==> config.mk <==
export PLATFORM = sky130hd
export DESIGN_NAME = data_mux_seq
export DESIGN_NICKNAME = d
export VERILOG_FILES = /design/src/rtl/data_mux_seq.sv
export SDC_FILE = /design/constraint.sdc
export NUM_CORES = 1
export LEC_CHECK = 0
export ABC_AREA = 1
export CORE_MARGIN = 8
export CORE_UTILIZATION = 39
export CTS_BUF_LIST = sky130_fd_sc_hd__clkbuf_4 sky130_fd_sc_hd__clkbuf_8
export DETAILED_ROUTE_END_ITERATION = 12
export PLACE_DENSITY = 0.9
export REMOVE_ABC_BUFFERS = 1
export SYNTH_ARGS = -nofsm -noshare
export SYNTH_HDL_FRONTEND = slang
export SYNTH_SLANG_ARGS = --single-unit
export TNS_END_PERCENT = 100
==> constraint.sdc <==
create_clock -name clk -period 4.1 [get_ports clk]
set_clock_uncertainty 0.2 [all_clocks]
set_input_delay 1.23 -clock clk [delete_from_list [all_inputs] [get_ports clk]]
set_output_delay 1.23 -clock clk [all_outputs]
set_load 0.02 [all_outputs]
==> src/rtl/data_mux_seq.sv <==
// Registered N-way data multiplexer, addressed or round-robin scan, one-deep output register.
// Latency: capture in cycle N is visible as out_valid/out_data/out_chan in cycle N+1.
// Backpressure: while out_valid && !out_ready, captures are blocked and the scan pointer holds.
module data_mux_seq #(
  parameter int WIDTH    = 8,
  parameter int CHANNELS = 16,
  localparam int SEL_W   = $clog2(CHANNELS)
) (
  input  logic                      clk,
  input  logic                      rst,
  input  logic                      en,
  input  logic                      mode,
  input  logic [SEL_W-1:0]          addr,
  input  logic [CHANNELS*WIDTH-1:0] data_in,
  input  logic                      out_ready,
  output logic                      out_valid,
  output logic [WIDTH-1:0]          out_data,
  output logic [SEL_W-1:0]          out_chan,
  output logic                      scan_wrap,
  output logic                      sel_err
);

  // One extra bit so CHANNELS itself is representable when it is a power of two.
  localparam logic [SEL_W:0]   CH_LIMIT = (SEL_W + 1)'(CHANNELS);
  localparam logic [SEL_W-1:0] LAST_CH  = SEL_W'(CHANNELS - 1);

  logic             valid_q, valid_d;
  logic [WIDTH-1:0] data_q, data_d;
  logic [SEL_W-1:0] chan_q, chan_d;
  logic [SEL_W-1:0] ptr_q, ptr_d;
  logic             wrap_q, wrap_d;
  logic             err_q, err_d;

  logic             slot_free;
  logic             capture;
  logic             addr_ok;
  logic             load;
  logic [SEL_W-1:0] sel_idx;
  logic [WIDTH-1:0] sel_dat;

  assign slot_free = !valid_q || out_ready;
  assign capture   = en && slot_free;
  assign addr_ok   = {1'b0, addr} < CH_LIMIT;
  assign load      = capture && (mode || addr_ok);
  assign sel_idx   = mode ? ptr_q : addr;

  // Channel selection as a compare-and-pick mux so indices past CHANNELS-1 select nothing.
  always_comb begin
    sel_dat = '0;
    for (int k = 0; k < CHANNELS; k++) begin
      if (sel_idx == SEL_W'(k)) begin
        sel_dat = data_in[k*WIDTH +: WIDTH];
      end
    end
  end

  // Next-state for output register, scan pointer and status pulses.
  always_comb begin
    valid_d = valid_q;
    data_d  = data_q;
    chan_d  = chan_q;
    ptr_d   = ptr_q;
    wrap_d  = 1'b0;
    err_d   = 1'b0;

    if (load) begin
      valid_d = 1'b1;
      data_d  = sel_dat;
      chan_d  = sel_idx;
    end else if (valid_q && out_ready) begin
      valid_d = 1'b0;
    end

    // Addressed mode parks the pointer at 0 so the next scan starts from channel 0.
    if (!mode) begin
      ptr_d = '0;
    end else if (capture) begin
      if (ptr_q == LAST_CH) begin
        ptr_d  = '0;
        wrap_d = 1'b1;
      end else begin
        ptr_d = ptr_q + 1'b1;
      end
    end

    if (capture && !mode && !addr_ok) begin
      err_d = 1'b1;
    end
  end

  // State registers with asynchronous reset.
  always_ff @(posedge clk or posedge rst) begin
    if (rst) begin
      valid_q <= 1'b0;
      data_q  <= '0;
      chan_q  <= '0;
      ptr_q   <= '0;
      wrap_q  <= 1'b0;
      err_q   <= 1'b0;
    end else begin
      valid_q <= valid_d;
      data_q  <= data_d;
      chan_q  <= chan_d;
      ptr_q   <= ptr_d;
      wrap_q  <= wrap_d;
      err_q   <= err_d;
    end
  end

  assign out_valid = valid_q;
  assign out_data  = valid_q ? data_q : '0;
  assign out_chan  = chan_q;
  assign scan_wrap = wrap_q;
  assign sel_err   = err_q;

endmodule

==> impl_metrics.csv <==
group,metric,value,unit
timing,worst_slew_pin_slew,693,ps
power,combPwrFrac,51.6,%
setup_path,required,4040,ps
routing,routedWlPerCell,15.9,um
timing,max_freq,276,MHz
logic_synthesis,yosysWarnings,0,
setup_path,worstSetupEndpointType,"flop",
timing,slew_headroom,53.7,%
global_route,grt_pass1_vias,2957,
final_layout,finish.utilization,72.0,%
routing,dr.pass1.iters,4,
final_layout,multi_input_area,0.00138,mm^2
worst_hold_path,worstHoldStart,"data_q[6]",
timing,setup_slack,475,ps
global_route,grt_max_degree,26,
final_layout,drive_gt1_share,7.28,%
logic_synthesis,synth-xor-area-share,0.421,%
setup_path,critPathKind,"in2reg",
logic_synthesis,yosysSeqAreaShare,21.7,%
logic_synthesis,ys_types,28,
global_route,grt-ovfl-total,0,
power,p_per_area,207,mW/mm^2
power,power_frac_seq,29.4,%
floorplan,rows,26,
power,peakVddDrop,0.216,mV
setup_path,path_max_fanout,12,
timing,setup_viol,0,
routing,vias_per_cell,5.02,
logic_synthesis,yosys-mux-area-fraction,0,%
routing,first_iter_violations,160,
clock_network,cts-resized-gates,0,
power,switching_power,0.266,mW
floorplan,io_pins,152,
global_route,gr-usage-all-layers,22.2,%
global_route,grt_pass1_wl,13900,um
logic_synthesis,synth_adder_area_share,0.602,%
power,p_sw_share,34.8,%
routing,num_vias,2969,
logic_synthesis,synth_compound_area_share,7.70,%
place,port_buffers,150,
floorplan,die_area,0.00792,mm^2
worst_hold_path,hold_class,"reg2reg",
clock_network,hold_buffers,0,
timing,tns,0,ps
final_layout,final_nets,661,
logic_synthesis,syn_area_per_cell,5.59,um^2
global_route,antenna_found_initial,0,
final_layout,final_common_cell,"clkdlybuf4s50_1",
clock_network,tritoncts,"yes",
clock_network,path_clk_slew,70,ps
place,place_ws,239,ps
floorplan,fp.dieH,89.0,um
final_layout,register_area,450,um^2
floorplan,core-area,0.00514,mm^2
setup_path,regToRegSetupSlack,1850,ps
place,gp_congestion,1.07,
setup_path,r2r_start,"ptr_q[2]",
final_layout,layout_common_cells,"clkdlybuf4s50_1 (150), nand2_1 (135), inv_1 (48)",
routing,detail-route-antenna-nets,0,
timing,maxSlewViolCount,0,
final_layout,antennaDiodeCount,0,
clock_network,post_cts_buffers,0,
logic_synthesis,yosys_register_bits,18,
setup_path,reg2reg_depth,15,
setup_path,critPathLaunchType,"primary input",
routing,postRouteWirelength,9430,um
power,leakage,1.69,nW
worst_hold_path,holdPathEnd,"data_q[6]",
clock_network,clock_latency,250,ps
run,cap_violations,0,
final_layout,area_delta_synth_final,77.9,%
power,internal_power,0.499,mW
timing,holdWs,291,ps
timing,layout_min_cycle_time,3620,ps
worst_hold_path,whs_path_depth,2,
final_layout,fillers,426,
status,outcome,"completed",
logic_synthesis,yosys.area_share.simple,57.6,%
clock_network,cts_inserted_buffers,3,
final_layout,layoutNonFillerInstCount,592,
logic_synthesis,netlist_instances,372,
clock_network,numClockSinks,18,
routing,drc,0,
logic_synthesis,synth_top_family_by_area,"simple AND/OR/NAND/NOR gates",
clock_network,htree_levels,1,
place,dp_hpwl,7830,um
setup_path,rr_endpoint,"data_q[3]",
place,dpl.cell_count,588,
power,p_clk_share,18.9,%
timing,hold_viol,0,
floorplan,start_util,40.5,%
clock_network,clockBufferDepth,2,
setup_path,critPathArrivalTime,3570,ps
floorplan,die_w,89.0,um
clock_network,cts_root_buf,"clkbuf_8",
logic_synthesis,syn-cell-area,0.00208,mm^2
timing,period_share,88.4,%
timing,grt_setup_unrepaired,"false",
## worst max-delay path by stage
stage,start,to,depth (start not counted)
2_1_floorplan,mode,data_q[5],11
3_3_place_gp,mode,data_q[0],16
3_5_place_dp,mode,data_q[0],16
4_1_cts,mode,data_q[3],16
5_1_grt,mode,data_q[3],17
6_report,mode,data_q[3],16
## per-stage QoR
stage               instance area, um^2  power, mW
floorplan                          2030      0.395
global placement                   3640      0.614
detailed placement                 3640      0.619
CTS                                3700      0.769
global route                       3700      0.811
finish                             3700      0.765
## state kept, by name (all words and copies together) (netlist names)
register	flops
data_q	8
out_chan	4
ptr_q	4
out_valid	1
scan_wrap	1
## cells by family after synthesis
group,Yosys count
AND/OR/NAND/NOR,260
other,1
XOR/XNOR,1
flip-flops,18
adder cells (fa/ha/maj),1
AO/OA/AOI/OAI,31
buffers and inverters,60
## critical path, cell delays in order
cell and delay (ps):
clkdlybuf4s50_1 760, nand2_1 160, nand2_2 150, inv_2 80, nand2_1 160, nor2_4 70
nand2_1 60, nand3_1 80, nor2_1 100, nand4_1 100, nor2_1 140, nand4_1 90
nor2_1 110, nand4_1 130, nand2_1 100, nand2_1 50
## power groups by stage
stage,Combinational [mW],Sequential [mW],Clock [mW]
final,0.395,0.225,0.145
after global routing,0.430,0.228,0.153
after CTS,0.395,0.225,0.148
after detailed placement,0.392,0.227,0
after global placement,0.387,0.227,0
after floorplan,0.165,0.230,0
## layer usage
| metal | vias up | track usage [%] | part of all wire [%] |
|---|---|---|---|
| li1 | 1466 | - | - |
| met1 | 1326 | 25.4 | 38 |
| met2 | 165 | 39.2 | 48 |
| met3 | 12 | 5.97 | 12 |
| met4 | 0 | 6.80 | 1.5 |
| met5 | - | 0 | 0 |
## layout make-up
class                   count  share of cell area, %
clock buffers               4                   1.49
inverters                  53                   5.38
multi-input cells         294                   37.4
flip-flops and latches     18                   12.2
well taps                  70                   2.37
repair buffers            153                   41.2
## cells in the mapped netlist (all sizes together)
cell,instances,area share (%)
nand2,147,29
nor2,56,13
inv,53,9.6
nand3,26,6.3
nand4,23,6.9
a21oi,20,4.8
dfrtp,18,22
o21ai,10,2.6
or2,6,1.8
buf,4,1.7
clkbuf,3,0.54
a31oi,1,0.30
conb,1,0.18
ha,1,0.60
nor3,1,0.24
nor4,1,0.30
xor2,1,0.42
No activity file was read; power rests on OpenSTA's default activity.
